<file path="src/rtl/rand_gen.sv">
// rand_gen: 8-bit maximal-length Fibonacci LFSR (x^8+x^6+x^5+x^4+1).
// The register steps once per clock and can be reseeded at run time.
// A requested all-zero seed is replaced with ZERO_SUB, so the state
// can never lock up at zero.
module rand_gen #(
   parameter logic [7:0] RESET_SEED = 8'h01,
   parameter logic [7:0] ZERO_SUB   = 8'h01
) (
   input  logic       clk,
   input  logic       rst,
   input  logic [7:0] seed_i,
   input  logic       set_seed_i,
   output logic [7:0] rand_o
);

   // An all-zero state is a fixed point of the LFSR, so neither constant may be zero.
   if (RESET_SEED == 8'h00) begin : g_bad_reset_seed
      $error("rand_gen: RESET_SEED must be nonzero");
   end
   if (ZERO_SUB == 8'h00) begin : g_bad_zero_sub
      $error("rand_gen: ZERO_SUB must be nonzero");
   end

   logic [7:0] s;
   logic [7:0] s_adv;
   logic [7:0] seed_safe;
   logic       fb;

   // Feedback taps, the shifted state, and the seed with zero replaced.
   always_comb begin
      fb        = s[7] ^ s[5] ^ s[4] ^ s[3];
      s_adv     = {s[6:0], fb};
      seed_safe = (seed_i == 8'h00) ? ZERO_SUB : seed_i;
   end

   // State register. Reset has priority over a seed load, and a seed load over advancing.
   always_ff @(posedge clk) begin
      if (!rst)
         s <= RESET_SEED;
      else if (set_seed_i)
         s <= seed_safe;
      else
         s <= s_adv;
   end

   assign rand_o = s;

endmodule

</file>
<file path="config.mk">
export PLATFORM = sky130hd
export DESIGN_NAME = rand_gen
export DESIGN_NICKNAME = d
export VERILOG_FILES = /design/src/rtl/rand_gen.sv
export SDC_FILE = /design/constraint.sdc
export NUM_CORES = 1
export LEC_CHECK = 0
export CORE_MARGIN = 5
export CORE_UTILIZATION = 25
export CTS_CLUSTER_SIZE = 28
export DETAILED_ROUTE_END_ITERATION = 7
export PLACE_DENSITY_LB_ADDON = 0.2
export SKIP_LAST_GASP = 1
export SYNTH_ARGS = -nofsm -noshare
export SYNTH_HDL_FRONTEND = slang
export SYNTH_SLANG_ARGS = --single-unit
</file>
<file path="constraint.sdc">
create_clock -name clk -period 1.07 [get_ports clk]
set_clock_uncertainty 0.15 [all_clocks]
set_input_delay 0.1605 -clock clk [delete_from_list [all_inputs] [get_ports clk]]
set_output_delay 0.1605 -clock clk [all_outputs]
set_load 0.005 [all_outputs]
</file>
==> key figures, run 1 <==
STA
  • Worst-margin pin slew: 0.2235 ns
  • Fin crit share: 101.4%
  • Final Max Slew Viols: 0
  • FMAX: 0.9217 GHz
  • RSZ-0062 raised after global routing: true
  • Crit path time final: 1.085 ns
  • Hold Fails Final Rpt: 0
  • Setup TNS: -0.01499 ns
  • PnR worst setup slack: -0.01499 ns
  • Final setup fails: 1
  • Slew HR: 84.99%

Layout
  • Non-filler instance count after layout: 79
  • ANT cells: 0
  • Max reg flops: 8
  • Fin nets: 77
  • Final instance area: 641.9 um2
  • Proportion of layout cells with a drive suffix above 1: 53.13%
  • Synthesis-to-finish area growth: 88.60%

Drt
  • Routed via count: 326
  • Routed WL per cell: 11.37 um
  • DRT iter0 DRCs: 2
  • Pre-antenna DRT Iters: 2
  • Vias per inst: 4.127
  • Routed Wire Length: 898 um
  • DRC: 0
  • DRT antenna net count: 0

Power
  • Max IR drop VDD: 615.0 uV
  • Pwr Density: 1147 nW/um2
  • Leakage: 0.3031 nW
  • Final Power: 0.7363 mW

Synth
  • Avg Inst Size Synth: 10.64 um2
  • Seq cells post-synth: 8
  • Fraction of registers with async set/reset: 0%
  • Synth cell types: 12
  • Syn Inst Count: 32
  • Ranking of synthesized cells by area: dfxtp_1, mux2i_1, nor2b_1
  • Synthesized area: 340.3 um2
  • Post-synth EDFFs: 0
  • Commonest cells post-synth: dfxtp_1, mux2i_1, nor2b_1
  • Ys flop type: dfxtp_1
  • Syn Nets: 43
  • Yosys top cell area share: 47.06%
  • Yosys warns: 0
  • Top-count cell post-synth: dfxtp_1
  • Seq/Total Area, Yosys: 47.06%
  • Area leader, netlist: dfxtp_1

Floorplanning
  • FP Rows: 13
  • Chip Width: 46.90 um
  • Die area: 2199 um2
  • Die Span Y: 46.90 um
  • IO Pins: 19
  • Area of the core: 1301 um2
  • Starting Density: 26.15%

Global route
  • Largest net degree at the start of global routing: 9
  • Overall routing resource usage: 9.535%
  • Congestion Overflow GR: 0
  • First-pass GRT wire length: 1.407 mm
  • Initial antenna violation count: 0
  • Vias in the first global route: 330

Critical path
  • Crit path buf inv count: 1
  • R2R depth: 4
  • Crit end category: flop
  • CP Launch Type: flop
  • CP max stage cell: dfxtp_2
  • Worst path required time: 1.05 ns
  • CP Cell Sequence: buf_6 > xor2_2 > xnor2_1 > a31oi_1
  • Worst Path Max Fanout: 2
  • Worst stage delay on the critical path: 0.32 ns
  • Kind of critical path: flop to flop
  • Critical path depth: 4
  • CP Data Arrival Time: 1.07 ns
  • Top delay family on crit path: flip-flops

Placed design
  • Dpl cell area: 621.8 um2
  • Placed insts: 76
  • Detailed placement HPWL: 694.4 um
  • IO Port Bufs: 18
  • Gpl congestion: 0.6758

Clocking
  • H-tree depth: 1
  • Sinks on the clock net: 8
  • Number of CTS-inserted buffers: 3
  • CTS Hold Bufs: 0
  • Root Buffer: clkbuf_4
  • Reg clk slew, reported paths: 0.06 ns
  • Clk_lat worst skew: 0.25 ns
  • CTS tree: done
  • Clock buffer depth: 2

Worst hold path
  • Hold Path Class: primary input to flop
  • Cells on Worst Hold Path: 3

Run status
  • Outcome: complete, but fails checks
  • Failing checks: setup timing

Job
  • Maxcap violations: 0
[cell families (layout without fill, tap and decap cells)]
| group | after synthesis | after routing | synth area share [%] |
|---|---|---|---|
| compound gates | 2 | 2 | 4.046 |
| xor+xnor | 3 | 3 | 7.722 |
| buf+inv | 2 | 34 | 3.309 |
| flops | 8 | 8 | 47.06 |
| mux | 7 | 7 | 20.59 |
| simple gates | 10 | 10 | 17.28 |
[final timing paths]
path,end,start,slack [ns]
worst max-delay path,rand_o[0],rand_o[4],-0.01
worst min-delay path,rand_o[1],set_seed_i,0.29
worst max register to register,rand_o[0],rand_o[4],-0.01
worst min register to register,rand_o[3],rand_o[2],0.36
[tightest hold or removal path, delay by kind of cell]
family / cells / cell delay, ns
buf+inv: 1 / 0.27
mux: 1 / 0.09
simple gates: 1 / 0.12
[power by group]
group | total (mW) | switching, mW | leakage [nW] | internal [mW]
Clock | 0.229 | 0.100 | 0.0138 | 0.128
Combinational | 0.172 | 0.0605 | 0.221 | 0.111
Sequential | 0.336 | 0.0118 | 0.0683 | 0.324
[per-stage QoR]
stage | util, % | worst slack, ns | hold WS, ns
2_1_floorplan | - | 0.06480 | 0.1255
4_1_cts | 47.98 | -0.04153 | 0.2969
3_3_place_gp | 47.79 | -0.3512 | 0.3548
5_1_grt | 49.33 | -0.06846 | 0.3281
3_5_place_dp | 47.79 | -0.3299 | 0.3548
6_report | 49.33 | -0.01499 | 0.2935
[layout by cell type, fill, tap and decap left out]
| cell type | Yosys | routed |
|---|---|---|
| nand2_1 | 1 | 1 |
| buf_6 | 0 | 2 |
| nor2b_1 | 7 | 7 |
| clkbuf_2 | 0 | 1 |
| inv_1 | 1 | 1 |
| xnor2_1 | 1 | 1 |
| buf_4 | 1 | 10 |
| clkbuf_4 | 0 | 3 |
| xor2_2 | 0 | 2 |
| nor3_1 | 1 | 1 |
| a211oi_1 | 1 | 1 |
| nor4_2 | 0 | 1 |
| dfxtp_2 | 0 | 8 |
| mux2i_1 | 7 | 7 |
| clkdlybuf4s50_1 | 0 | 9 |
| buf_2 | 0 | 7 |
| dlygate4sd2_1 | 0 | 1 |
| a31oi_1 | 1 | 1 |
[area by class of cell]
cell class / count / area [um2]
Timing Repair Buffer: 30 / 236.5
Inverter: 1 / 3.754
Fill cell: 139 / 659.4
Sequential cell: 8 / 170.2
Multi-Input combinational cell: 22 / 190.2
Clock buffer: 3 / 22.52
Tap cell: 15 / 18.77
[metal layers]
metal	up-vias	wire [um]	GRT usage (%)
met5	-	0	0
met4	0	0	6.630
met3	0	102	4.598
met2	14	371	12.74
met1	141	424	11.85
li1	171	-	-
[what timing repair did]
action | in CTS | in global routing
gates resized for setup | 40 | 5
pin swaps | 4 | 5
setup buffers | 0 | 1
endpoints found under the setup margin | 15 | 2
(Power assumes the default switching activity.)
==> run 2: changes to the inputs <==
--- a/config.mk
+++ b/config.mk
@@ -7,10 +7,10 @@
 export LEC_CHECK = 0
 export CORE_MARGIN = 5
 export CORE_UTILIZATION = 25
-export CTS_CLUSTER_SIZE = 28
 export DETAILED_ROUTE_END_ITERATION = 7
 export PLACE_DENSITY_LB_ADDON = 0.2
 export SKIP_LAST_GASP = 1
+export SLEW_MARGIN = 0
 export SYNTH_ARGS = -nofsm -noshare
 export SYNTH_HDL_FRONTEND = slang
 export SYNTH_SLANG_ARGS = --single-unit
==> results of run 2 <==
Same layout as run 1: the final DEF is identical, and so are final timing and power.
